File: src/rtl/io_addr_decoder_if.sv
// CPU-side bus between the one-hot d_addr write port, the I/O device handshake
// and the decoder status pulses.
interface io_addr_decoder_if;
    logic [15:0] d_addr;
    logic        d_addr_write;
    logic        io_ready;
    logic [3:0]  io_addr;
    logic        io_sel;
    logic        busy;
    logic        done;
    logic        err_onehot;
    logic        err_timeout;
    logic        dropped;

    modport master (
        output d_addr, d_addr_write, io_ready,
        input  io_addr, io_sel, busy, done, err_onehot, err_timeout, dropped
    );

    modport slave (
        input  d_addr, d_addr_write, io_ready,
        output io_addr, io_sel, busy, done, err_onehot, err_timeout, dropped
    );
endinterface

File: src/rtl/io_addr_decoder.sv
// One-hot d_addr word to 4-bit I/O port index with a select/ready handshake.
// Optional device timeout is built when IO_ADDR_DECODER_TIMEOUT_EN is defined.
module io_addr_decoder #(
    parameter int TIMEOUT = 16
) (
    input logic             clk,
    input logic             rst,
    io_addr_decoder_if.slave bus
);

    typedef enum logic {
        IDLE   = 1'b0,
        SELECT = 1'b1
    } state_e;

    state_e     state_q, state_d;
    logic [3:0] io_addr_q, io_addr_d;
    logic       done_q, done_d;
    logic       err_onehot_q, err_onehot_d;
    logic       dropped_q, dropped_d;

`ifdef IO_ADDR_DECODER_TIMEOUT_EN
    localparam logic [7:0] TO_LAST = 8'(TIMEOUT - 1);
    logic [7:0] cnt_q, cnt_d;
    logic       err_timeout_q, err_timeout_d;
`endif

    // w & (w-1) clears the lowest set bit, so a zero result means at most one bit.
    function automatic logic is_onehot(input logic [15:0] w);
        return (w != 16'h0000) && ((w & (w - 16'h0001)) == 16'h0000);
    endfunction

    function automatic logic [3:0] encode(input logic [15:0] w);
        logic [3:0] k;
        k = 4'd0;
        for (int i = 0; i < 16; i++) begin
            if (w[i]) k = 4'(i);
        end
        return k;
    endfunction

    always_comb begin
        state_d      = state_q;
        io_addr_d    = io_addr_q;
        done_d       = 1'b0;
        err_onehot_d = 1'b0;
        dropped_d    = 1'b0;
`ifdef IO_ADDR_DECODER_TIMEOUT_EN
        cnt_d         = cnt_q;
        err_timeout_d = 1'b0;
`endif
        if (state_q == IDLE) begin
            if (bus.d_addr_write) begin
                if (is_onehot(bus.d_addr)) begin
                    io_addr_d = encode(bus.d_addr);
                    state_d   = SELECT;
`ifdef IO_ADDR_DECODER_TIMEOUT_EN
                    cnt_d     = 8'd0;
`endif
                end else begin
                    err_onehot_d = 1'b1;
                end
            end
        end else begin
            // Writes during a transaction are discarded unchecked.
            dropped_d = bus.d_addr_write;
            if (bus.io_ready) begin
                done_d  = 1'b1;
                state_d = IDLE;
            end else begin
`ifdef IO_ADDR_DECODER_TIMEOUT_EN
                if (cnt_q == TO_LAST) begin
                    err_timeout_d = 1'b1;
                    state_d       = IDLE;
                end else if (cnt_q != 8'hFF) begin
                    cnt_d = cnt_q + 8'd1;
                end
`endif
            end
        end
    end

    always_ff @(posedge clk) begin
        if (rst) begin
            state_q      <= IDLE;
            io_addr_q    <= 4'd0;
            done_q       <= 1'b0;
            err_onehot_q <= 1'b0;
            dropped_q    <= 1'b0;
`ifdef IO_ADDR_DECODER_TIMEOUT_EN
            cnt_q         <= 8'd0;
            err_timeout_q <= 1'b0;
`endif
        end else begin
            state_q      <= state_d;
            io_addr_q    <= io_addr_d;
            done_q       <= done_d;
            err_onehot_q <= err_onehot_d;
            dropped_q    <= dropped_d;
`ifdef IO_ADDR_DECODER_TIMEOUT_EN
            cnt_q         <= cnt_d;
            err_timeout_q <= err_timeout_d;
`endif
        end
    end

    // Guards against an out-of-range TIMEOUT override.
    always_ff @(posedge clk) begin
        if (rst) assert (TIMEOUT >= 1 && TIMEOUT <= 255);
    end

    assign bus.io_addr    = io_addr_q;
    assign bus.io_sel     = (state_q == SELECT);
    assign bus.busy       = (state_q == SELECT);
    assign bus.done       = done_q;
    assign bus.err_onehot = err_onehot_q;
    assign bus.dropped    = dropped_q;
`ifdef IO_ADDR_DECODER_TIMEOUT_EN
    assign bus.err_timeout = err_timeout_q;
`else
    assign bus.err_timeout = 1'b0;
`endif

endmodule
File: src/flat_wrapper.sv
// flat-port wrapper written by rule: the top's interface ports become plain ports
module io_addr_decoder_flat 
#(
    parameter int TIMEOUT = 16
)
  (clk, rst, bus_d_addr, bus_d_addr_write, bus_io_ready, bus_io_addr, bus_io_sel, bus_busy, bus_done, bus_err_onehot, bus_err_timeout, bus_dropped);
  io_addr_decoder_if bus_i ();
  input logic clk;
  input logic rst;
  input wire logic [$bits(bus_i.d_addr)-1:0] bus_d_addr;
  input wire logic [$bits(bus_i.d_addr_write)-1:0] bus_d_addr_write;
  input wire logic [$bits(bus_i.io_ready)-1:0] bus_io_ready;
  output wire logic [$bits(bus_i.io_addr)-1:0] bus_io_addr;
  output wire logic [$bits(bus_i.io_sel)-1:0] bus_io_sel;
  output wire logic [$bits(bus_i.busy)-1:0] bus_busy;
  output wire logic [$bits(bus_i.done)-1:0] bus_done;
  output wire logic [$bits(bus_i.err_onehot)-1:0] bus_err_onehot;
  output wire logic [$bits(bus_i.err_timeout)-1:0] bus_err_timeout;
  output wire logic [$bits(bus_i.dropped)-1:0] bus_dropped;
  assign bus_i.d_addr = bus_d_addr;
  assign bus_i.d_addr_write = bus_d_addr_write;
  assign bus_i.io_ready = bus_io_ready;
  assign bus_io_addr = bus_i.io_addr;
  assign bus_io_sel = bus_i.io_sel;
  assign bus_busy = bus_i.busy;
  assign bus_done = bus_i.done;
  assign bus_err_onehot = bus_i.err_onehot;
  assign bus_err_timeout = bus_i.err_timeout;
  assign bus_dropped = bus_i.dropped;
  io_addr_decoder #(.TIMEOUT(TIMEOUT)) u_core (.clk(clk), .rst(rst), .bus(bus_i));
endmodule
File: config.mk
export PLATFORM = sky130hd
export DESIGN_NAME = io_addr_decoder_flat
export DESIGN_NICKNAME = d
export VERILOG_FILES = /design/src/rtl/io_addr_decoder_if.sv /design/src/rtl/io_addr_decoder.sv /design/src/flat_wrapper.sv
export SDC_FILE = /design/constraint.sdc
export NUM_CORES = 1
export LEC_CHECK = 0
export CORE_MARGIN = 1
export CORE_UTILIZATION = 40
export DETAILED_ROUTE_END_ITERATION = 10
export PLACE_DENSITY = 0.77
export SLEW_MARGIN = 15
export SYNTH_ARGS = -nofsm -noshare
export SYNTH_HDL_FRONTEND = slang
export SYNTH_SLANG_ARGS = --single-unit
export TNS_END_PERCENT = 5
File: constraint.sdc
create_clock -name clk -period 2.1 [get_ports clk]
set_input_delay 0.21 -clock clk [delete_from_list [all_inputs] [get_ports clk]]
set_output_delay 0.21 -clock clk [all_outputs]
set_load 0.03 [all_outputs]
==> run metrics <==
status=completed; Peak supply drop=0.3710 mV; Synth area leader=dfxtp_1; Final ANT Viol Nets=0; CTS Buf Count=3; Area Growth Syn to Fin=79.17%; initial antenna violation count=0; commonest non-fill, non-tap cell in the layout=buf_4; Logic pwr share=34.1%; Fillers=111; synthesis-stage register bit count=8; Netlist cell types=33; EDFF count, synth=0; f_max=0.4925 GHz; starting density of the core=43.76%; synthesis warning total=0; register area=160.2 um2; first-pass GRT wire length=3.498 mm; gr ovfl total=0; port buffer count=28; Post-Route WL=2.209 mm; Clock power frac=28.9%; Final Net Count=154; Post-synth top flop=dfxtp_1; I/O pins=30; endpoints failing setup=0; Synth Instances=83; r2r setup slk=0.77 ns; commonest non-fill, non-tap cells in the layout=buf_4 (23), clkdlybuf4s50_1 (22), nor3_1 (10); Design Power=0.4138 mW; clk sink count=8; clock root buffer=clkbuf_4; crit path time final=2.031 ns; # hold bufs at CTS=0; Max Slew Vio Count=0; layout cells sized above 1=30.30%; initial DRC count=20; switching share of power=29.85%; Die H=42.83 um; CTS tree=yes; Setup Skew=0.0002994 ns; Hold WS=0.5004 ns; DRC Markers=0; Vias/cell=5.743; period utilization=96.70%; routed vias=850; Placement Rows=14; hold crit path type=flip-flop to flip-flop; Mean Syn Cell Area=8.035 um2; DR pass1 iterations=4; WL per Instance=14.93 um; post-DP HPWL=1.597 mm; die extent in x=42.83 um; vias in the first global route=809; PwrDens=346.3 mW/mm2; Placement Setup Slack=-0.3034 ns; clock buffer depth=2; top post-synthesis cells by area=dfxtp_1 (24%), nor3_1 (7.5%), nor4_4 (6.4%), a21oi_1 (5.3%), nor4_1 (4.7%); core area=0.001524 mm2; critical path arrival=2.17 ns; critical path class=input pin to flip-flop; area of the multi-input gates=513.0 um2; Post-synth ARST share=0%; diode count=0; leak pwr=0.4756 nW; Worst-Skew Late Latency=0.26 ns; max-cap viol count=0; All-Layer GR Usage=25.53%; CP required=2.24 ns; Worst Slack Setup Final=0.06940 ns; gpl congestion=0.8550; type of origin of the critical path=input pin; cell area after synthesis=666.9 um2; Critical Path Sink Type=flip-flop; NetSw=0.1235 mW; Sequential Power Share=37.0%; die area=0.001834 mm2; Final Hold Vio Count=0; # H-tree levels=1; largest net degree at the start of global routing=8; post-synthesis sequential area ratio=24.02%; P_int=0.2903 mW; worst-path fanout max=4; syn_nets=103; clock transition at the registers of the reported paths=0.05 ns; Synth top area share=24.02%
==> worst max-delay path, cell delays in order <==
cell             delay (ns)
clkdlybuf4s50_1        0.46
nor4_4                 0.33
nand3_2                0.13
or3_4                  0.39
a211oi_4               0.25
buf_4                  0.17
nor2b_2                0.16
nor3_1                 0.06
==> layout make-up <==
type	count	area share, %
inverter	5	1.571
clock buffer	3	1.885
timing repair buffer	51	38.53
sequential	8	13.40
multi-input combinational	65	42.93
tap	16	1.675
==> power groups by stage <==
stage | clock network (mW) | logic, mW | registers (mW)
2_1_floorplan | 0 | 0.0429 | 0.158
3_3_place_gp | 0 | 0.127 | 0.156
3_5_place_dp | 0 | 0.131 | 0.156
4_1_cts | 0.123 | 0.134 | 0.153
5_1_grt | 0.135 | 0.152 | 0.153
6_report | 0.120 | 0.141 | 0.153
==> cell families (layout without fill, tap and decap cells) <==
| logic type | Yosys count | after routing | synth area share, % |
|---|---|---|---|
| AOI/OAI and AO/OA | 22 | 22 | 25.52 |
| adders and majority gates | 2 | 2 | 3.002 |
| buffers and inverters | 10 | 59 | 7.503 |
| DFF | 8 | 8 | 24.01 |
| muxes | 1 | 1 | 1.501 |
| other | 1 | 1 | 0.5623 |
| and+or+nand+nor | 39 | 39 | 37.90 |
==> worst paths after layout <==
path / from / end / cells past startpoint
setup / recovery: bus_d_addr[5] / u_core.bus.err_onehot / 8
hold / removal: u_core.bus.io_addr[1] / u_core.bus.io_addr[1] / 1
setup reg to reg: u_core.bus.busy / u_core.bus.io_addr[1] / 4
hold reg to reg: u_core.bus.io_addr[1] / u_core.bus.io_addr[1] / 1
==> flip-flops by register name (all words and copies together) (netlist names) <==
signal                 count
u_core.bus.busy            1
u_core.bus.err_onehot      1
u_core.bus.dropped         1
u_core.bus.done            1
u_core.bus.io_addr         4
==> metrics by stage <==
stage | TNS (ns) | instances | area, um2 | util (%)
floorplan | 0 | 83 | 666.9 | -
global placement | -1.191 | 143 | 1094 | 71.76
detailed placement | -1.665 | 143 | 1094 | 71.76
CTS | 0 | 146 | 1132 | 74.30
global route | -0.02011 | 148 | 1195 | 78.41
finish | 0 | 148 | 1195 | 78.41
==> metal layers <==
layer  track usage (%)  vias up  share of wire [%]
met5                 0        -                  0
met4             10.00        0                1.4
met1             30.65      404                 39
met2             41.82       22                 54
li1                  -      418                  -
met3             8.085        6                5.4
==> synth_stat cells, types with 2 or more instances <==
cell type,number
nor3_1,10
dfxtp_1,8
a21oi_1,7
nor2_1,7
inv_1,5
nor4_1,5
a211oi_1,4
buf_4,3
nand2_1,3
a221oi_1,2
and3_1,2
maj3_1,2
nand2b_1,2
nor2b_1,2
nor4_4,2
o311a_1,2
==> what timing repair did <==
item | in CTS | in global routing
cloned | 0 | 0
endpoints found under the setup margin | 3 | 6
setup buffers | 0 | 2
pin swaps | 1 | 4
hold endpoints to repair | 0 | 0
resized for setup | 5 | 11
Note: power is estimated with default switching activity, not from simulation.
